## config.mk

```make
export PLATFORM = sky130hd
export DESIGN_NAME = pwm_capture
export DESIGN_NICKNAME = d
export VERILOG_FILES = /design/src/rtl/pwm_capture.sv
export SDC_FILE = /design/constraint.sdc
export NUM_CORES = 1
export LEC_CHECK = 0
export CORE_MARGIN = 2
export CORE_UTILIZATION = 58
export DETAILED_ROUTE_END_ITERATION = 10
export PLACE_DENSITY_LB_ADDON = 0.2
export SYNTH_ARGS = -nofsm -noshare
export SYNTH_HDL_FRONTEND = slang
export SYNTH_SLANG_ARGS = --single-unit
```

## constraint.sdc

```tcl
create_clock -name pwm_clk -period 2.4 [get_ports pwm_clk]
set_input_delay 0.24 -clock pwm_clk [delete_from_list [all_inputs] [get_ports pwm_clk]]
set_output_delay 0.24 -clock pwm_clk [all_outputs]
set_load 0.01 [all_outputs]
```

## src/rtl/pwm_capture.sv

```systemverilog
`default_nettype none
// =============================================================================
// Module      : pwm_capture
// Description : Measures the high time and rise-to-rise period of an
//               asynchronous PWM input, with timeout on missing edges.
//               Optional glitch filter: define PWM_CAPTURE_FILTER_EN.
// Revision    : 1.0 - initial release
// =============================================================================
module pwm_capture #(
    parameter int unsigned CNT_W   = 16,
    parameter int unsigned TIMEOUT = 16'hFFFF
) (
    input  logic             pwm_clk,
    input  logic             pwm_reset,
    input  logic             cap_en,
    input  logic             pwm_in,
    output logic [CNT_W-1:0] cap_high,
    output logic [CNT_W-1:0] cap_period,
    output logic             cap_valid,
    output logic             cap_timeout
);

    // The counter value at which the cycle that would reach TIMEOUT fires instead
    localparam logic [CNT_W-1:0] c_tmo_last = CNT_W'(TIMEOUT - 1);
    localparam logic [CNT_W-1:0] c_one      = CNT_W'(1);

    typedef enum logic [1:0] {
        S_IDLE = 2'd0,
        S_ARM  = 2'd1,
        S_HIGH = 2'd2,
        S_LOW  = 2'd3
    } state_t;

    state_t           state_q, state_d;
    logic [CNT_W-1:0] cnt_q, cnt_d;
    logic [CNT_W-1:0] high_q, high_d;
    logic [CNT_W-1:0] cap_high_q, cap_high_d;
    logic [CNT_W-1:0] cap_period_q, cap_period_d;
    logic             cap_valid_q, cap_valid_d;
    logic             cap_timeout_q, cap_timeout_d;

    logic sync1_q, sync2_q, prev_q;
    logic w_level, w_rise, w_fall, w_tmo;
    logic [CNT_W-1:0] w_cnt_inc;

`ifdef PWM_CAPTURE_FILTER_EN
    logic [1:0] hist_q;
    logic       filt_q;

    always_ff @(posedge pwm_clk) begin
        if (pwm_reset) begin
            hist_q <= 2'b00;
            filt_q <= 1'b0;
        end else begin
            hist_q <= {hist_q[0], sync2_q};
            if ((sync2_q == hist_q[0]) && (sync2_q == hist_q[1]))
                filt_q <= sync2_q;
        end
    end

    assign w_level = filt_q;
`else
    assign w_level = sync2_q;
`endif

    always_ff @(posedge pwm_clk) begin
        if (pwm_reset) begin
            sync1_q <= 1'b0;
            sync2_q <= 1'b0;
            prev_q  <= 1'b0;
        end else begin
            sync1_q <= pwm_in;
            sync2_q <= sync1_q;
            prev_q  <= w_level;
        end
    end

    assign w_rise    = w_level & ~prev_q;
    assign w_fall    = ~w_level & prev_q;
    assign w_tmo     = (cnt_q == c_tmo_last);
    assign w_cnt_inc = (cnt_q == {CNT_W{1'b1}}) ? cnt_q : cnt_q + c_one;

    always_comb begin
        state_d       = state_q;
        cnt_d         = w_cnt_inc;
        high_d        = high_q;
        cap_high_d    = cap_high_q;
        cap_period_d  = cap_period_q;
        cap_valid_d   = 1'b0;
        cap_timeout_d = 1'b0;

        case (state_q)
            S_IDLE: begin
                cnt_d = '0;
                if (cap_en)
                    state_d = S_ARM;
            end
            S_ARM: begin
                if (w_rise) begin
                    state_d = S_HIGH;
                    cnt_d   = c_one;
                end else if (w_tmo) begin
                    cap_timeout_d = 1'b1;
                    cnt_d         = '0;
                end
            end
            S_HIGH: begin
                if (w_fall) begin
                    high_d  = cnt_q;
                    state_d = S_LOW;
                end else if (w_tmo) begin
                    cap_timeout_d = 1'b1;
                    state_d       = S_ARM;
                    cnt_d         = '0;
                end
            end
            S_LOW: begin
                if (w_rise) begin
                    cap_period_d = cnt_q;
                    cap_high_d   = high_q;
                    cap_valid_d  = 1'b1;
                    cnt_d        = c_one;
                    state_d      = S_HIGH;
                end else if (w_tmo) begin
                    cap_timeout_d = 1'b1;
                    state_d       = S_ARM;
                    cnt_d         = '0;
                end
            end
            default: begin
                state_d = S_IDLE;
                cnt_d   = '0;
            end
        endcase

        // Disable wins over any edge or timeout seen in the same cycle
        if (!cap_en) begin
            state_d       = S_IDLE;
            cnt_d         = '0;
            high_d        = high_q;
            cap_high_d    = cap_high_q;
            cap_period_d  = cap_period_q;
            cap_valid_d   = 1'b0;
            cap_timeout_d = 1'b0;
        end
    end

    always_ff @(posedge pwm_clk) begin
        if (pwm_reset) begin
            state_q       <= S_IDLE;
            cnt_q         <= '0;
            high_q        <= '0;
            cap_high_q    <= '0;
            cap_period_q  <= '0;
            cap_valid_q   <= 1'b0;
            cap_timeout_q <= 1'b0;
        end else begin
            state_q       <= state_d;
            cnt_q         <= cnt_d;
            high_q        <= high_d;
            cap_high_q    <= cap_high_d;
            cap_period_q  <= cap_period_d;
            cap_valid_q   <= cap_valid_d;
            cap_timeout_q <= cap_timeout_d;
        end
    end

    assign cap_high    = cap_high_q;
    assign cap_period  = cap_period_q;
    assign cap_valid   = cap_valid_q;
    assign cap_timeout = cap_timeout_q;

endmodule
`default_nettype wire

```

# Word-level counts from Yosys, hierarchy flattened

Index checks and enable logic that the tools add are counted.

Bitwise logic cells: 6
Reduce and logical (&&, ||, !) cells: 6
Muxes and demuxes: 15
$add $sub $neg: 1
Equality and inequality tests: 6

Operators by type and width:

| kind                                                                  | number |
|---|---|
| 16-bit two-way mux                                                    | 4 |
| 16-bit one-hot mux with 3 select lines                                | 1 |
| 16-bit equality test, second input constant                           | 2 |
| 16-bit by 1-bit adder with 16-bit output, second input constant       | 1 |
| 2-bit two-way mux                                                     | 4 |
| 2-bit one-hot mux with 4 select lines                                 | 1 |
| 3-bit AND reduction                                                   | 2 |
| 2-bit equality test, second input constant                            | 2 |
| 1-bit two-way mux                                                     | 4 |
| 1-bit NOT                                                             | 4 |
| 2-bit OR reduction                                                    | 2 |
| 3-bit OR reduction                                                    | 1 |
| 1-bit bitwise AND                                                     | 2 |
| 2-bit by 1-bit equality test with 1-bit output, second input constant | 1 |
| 2-bit zero test                                                       | 1 |
| 2-bit inequality test, second input constant                          | 1 |
| 1-bit one-hot mux with 2 select lines                                 | 1 |

Input bits: 4
Logic and storage cells: 44
Register bits after elaboration: 71

# Logic depth before layout (Yosys ltp)

Word-level depth: 5
Depth in mapped cells: 7

# Least setup slack after synthesis

OpenSTA, ideal clock, no wires.

Path kind: reg2reg
From: register cnt_q[0]
To: register cnt_q[0]
Slack: 0.755 ns
Period minus slack after synthesis: 1.645 ns
Data required time: 2.282 ns
Buffers on the path: 1
Library setup time: 0.118 ns
Cell stages (with the launch flop): 8
Data arrival time: 1.528 ns
Cell sequence: dfxtp_1 > ha_1 > clkbuf_8 > and3_1 > and2_2 > a21oi_1 > nor2_1 > o2111a_1

Longest elaborated chain between the ends: 5
Elaborated cells on any way between the ends: 8
Classes of those cells: add/sub: 1; eq/ne: 2; mux: 5

RTL lines:

| item                                                                             | line          | RTL |
|---|---|---|
| start, declared                                                                  | 35            | `logic [CNT_W-1:0] cnt_q, cnt_d;` |
| start signal, assigned                                                           | 159           | `cnt_q <= cnt_d;` |
| 16-bit by 1-bit adder with 16-bit output or 16-bit equality test (tied branches) | 81            | `assign w_cnt_inc = (cnt_q == {CNT_W{1'b1}}) ? cnt_q : cnt_q + c_one;` |
| 16-bit two-way mux                                                               | 81            |  |
| 16-bit two-way mux                                                               | 102, 111, 124 |  |
| 16-bit two-way mux (on tied branches)                                            | 118, 108      |  |
| 16-bit one-hot mux with 3 select lines (*)                                       | 92            | `case (state_q)` |

Mark *: on every way between the ends. The rest lies on a longest branch, timed or not.
A chain may end at the register's enable or synchronous reset.

# Final worst setup path

From: register cnt_q[8]
To: register cnt_q[0]

Longest elaborated chain between the ends: 5
Elaborated cells on any way between the ends: 7
Classes of those cells: eq/ne: 2; mux: 5

RTL lines:

| item                                       | line |
|---|---|
| 16-bit equality test                       | 81 |
| 16-bit two-way mux                         | 81 |
| 16-bit two-way mux                         | 102, 111, 124 |
| 16-bit two-way mux (on tied branches)      | 118, 108 |
| 16-bit one-hot mux with 3 select lines (*) | 92 |

Marks and branches as above.

==> results.toml <==
[setup_path]
cp_data_arrival_time_ps = 2070
start_kind = "flop"
crit_path_end_kind = "flop"
worstPathMaxFanout = 8
critPathKind = "reg2reg"
required_ps = 2630

[global_routing]
grt_pass1_wl_mm = 10.14
grt_overflow = 0
grt_pass1_vias = 2187
grt_use_total = 0.2428
grt_max_degree = 53
antenna_found_initial = 0

[place]
placed_cells = 430
io_buffers = 37
dpl.hpwl_mm = 3.998
gp_congestion = 0.9088
placed_area_sq_um = 3229
dp_slack_ps = 590.9

[yosys]
synth_nets = 345
synth_top_area_share = 0.5035
async_reset_ff_frac = 0
synth_seq_area_share = 0.5035
synth_cell_types = 41
synth_largest_area_cell = "dfxtp_1"
synthAdderAreaFrac = 0.008865
synth.area.mux_share = 0
syn_inst = 339
netlist_area_sq_um = 2823
ys_ff_latch = 71
yosys_warnings = 0
yosys.area_share.simple = 0.2642
synthTopCellsByArea = "dfxtp_1 (50%), nand2_1 (12%), a21oi_1 (9.2%)"
synth-xor-area-share = 0.03413
synth_edf_count = 0
synthFlopType = "dfxtp_1"
synth_area_per_cell_sq_um = 8.327
synth_compound_area_frac = 0.1476
synth_top_family_by_area = "simple AND/OR/NAND/NOR gates"

[final_layout]
stdcell_count = 446
final_cell_mix = "nand2_1 (88), dfxtp_1 (71), a21oi_1 (52), clkdlybuf4s50_1 (36), nand3_1 (22)"
final_layout_size_suffix_gt1_frac = 0.09499
fin_area_sq_um = 3471
post-route-util = 0.7348
area_delta_synth_final_pct = 22.96
num-nets-final = 380
layout_commonest_cell = "nand2_1"
diodes = 0

[timing]
fmax_mhz = 541.8
setup_tns_ps = 0
report.final.slew_viol_count = 0
worst_slew_pin_slew_ps = 509.5
worst_slew_margin_rel = 0.6604
period_share = 0.7691
hold_viol_final = 0
fin_worst_skew_ps = 7.366
final.setup.worst_slack_ps = 554.3
rsz0062_at_grt = "no"
fin_crit_ps = 1846
setup-violations-final = 0

[floorplan]
initial_utilization = 0.5976
die_w_um = 73.76
ios = 38
rows = 25
die-area_sq_um = 5441
coreArea_sq_um = 4723
die_h_um = 73.76

[drt]
final_antenna_net_count = 0
vias = 2425
vias_per_cell = 5.437
wl_mm = 6.028
drcViolationCount = 0
drt_iter0_markers = 221
wl_per_cell_um = 13.52
drtPass1Iterations = 5

[cts]
clockRootBuffer = "clkbuf_8"
clock_sinks = 71
clock_latency_ps = 340
cts_tree = "done"
cts_buffers = 9
cts_setup_buffers = 0
cts_hold_buf = 0
cts.path.max_buffers = 2
cts_resized = 0
h-tree-depth = 3
cts.clk_slew.worst_paths_ps = 70

[pwr]
cellPowerDensity_nw_per_um2 = 670.4
ir_drop_uv = 437.1
p_leak_nw = 1.123

[status]
status = "finished clean"

[worst_hold_path]
hp-class = "in2reg"

[run]
cap_viol_max_count = 0
report_power, final:
part / internal (mW) / switching (mW) / total [mW]
sequential: 1.18 / 0.00458 / 1.19
combinational: 0.0126 / 0.0272 / 0.0398
clock: 0.672 / 0.429 / 1.10
total: 1.87 / 0.461 / 2.33
kinds of logic after synthesis:
logic type,count (synthesis)
AOI/OAI and AO/OA,72
xor gates and xnor gates,11
adders and majority gates,2
buffers and inverters,25
DFF,71
and+or+nand+nor,158
critical path, stage by stage, from the launching register on:
cell,delay (ps)
dfxtp_1,490
nand3_2,170
or3_1,540
nor3_2,240
nor2_1,60
o2111a_1,230
registers in the layout, indices dropped and copies added (netlist names):
name         count
cap_high        16
cap_period      16
cap_timeout      1
cap_valid        1
cnt_q           16
high_q          16
prev_q           1
state_q          2
sync1_q          1
sync2_q          1
synthesized netlist by cell type (2+ instances only):
cell type  count
dfxtp_1       71
xor2_1         5
nor2_1        15
nand3_1       22
and2_2         2
buf_2          3
nor3_1         3
o2111ai_1      2
o211ai_1       3
o21ai_0        3
clkbuf_8       2
or3_1          2
a211oi_1       3
a21oi_1       52
ha_1           2
nand2_1       88
and3_1         6
clkbuf_1      16
xnor2_1        6
nand4_1        3
nor2b_1        5
nor2_2         2
inv_1          4
a2111oi_1      2
cell type report:
class	instances	area [sq um]
Clock buffer	12	165.2
Fill cell	372	1252
Clock inverter	4	76.32
Multi-Input combinational cell	243	1284
Timing Repair Buffer	45	425.4
Tap cell	67	83.83
Sequential cell	71	1421
Inverter	4	15.01
metrics by stage:
step                hold WS [ps]  power (mW)
floorplan                  368.2       1.240
global placement           420.8       1.251
detailed placement         437.7       1.252
CTS                        246.9       2.342
global route               285.4       2.394
finish                     257.6       2.327
layer usage:
metal	vias to the layer above	GRT usage	wire length, um
met5	-	0	0
met1	1123	0.3299	2834
met3	14	0.04527	239
met2	66	0.3750	2811
met4	0	0.1091	143
li1	1222	-	-
final timing paths:
path,endpoint,cells after the start,from,slack (ps)
worst max-delay path,cnt_q[0]$_SDFF_PP0_,5,cnt_q[8]$_SDFF_PP0_,550
worst min-delay path,cnt_q[0]$_SDFF_PP0_,3,pwm_reset,260
worst max register to register,cnt_q[0]$_SDFF_PP0_,5,cnt_q[8]$_SDFF_PP0_,550
worst min register to register,sync2_q$_SDFF_PP0_,1,sync1_q$_SDFF_PP0_,440
(Power assumes the default switching activity.)
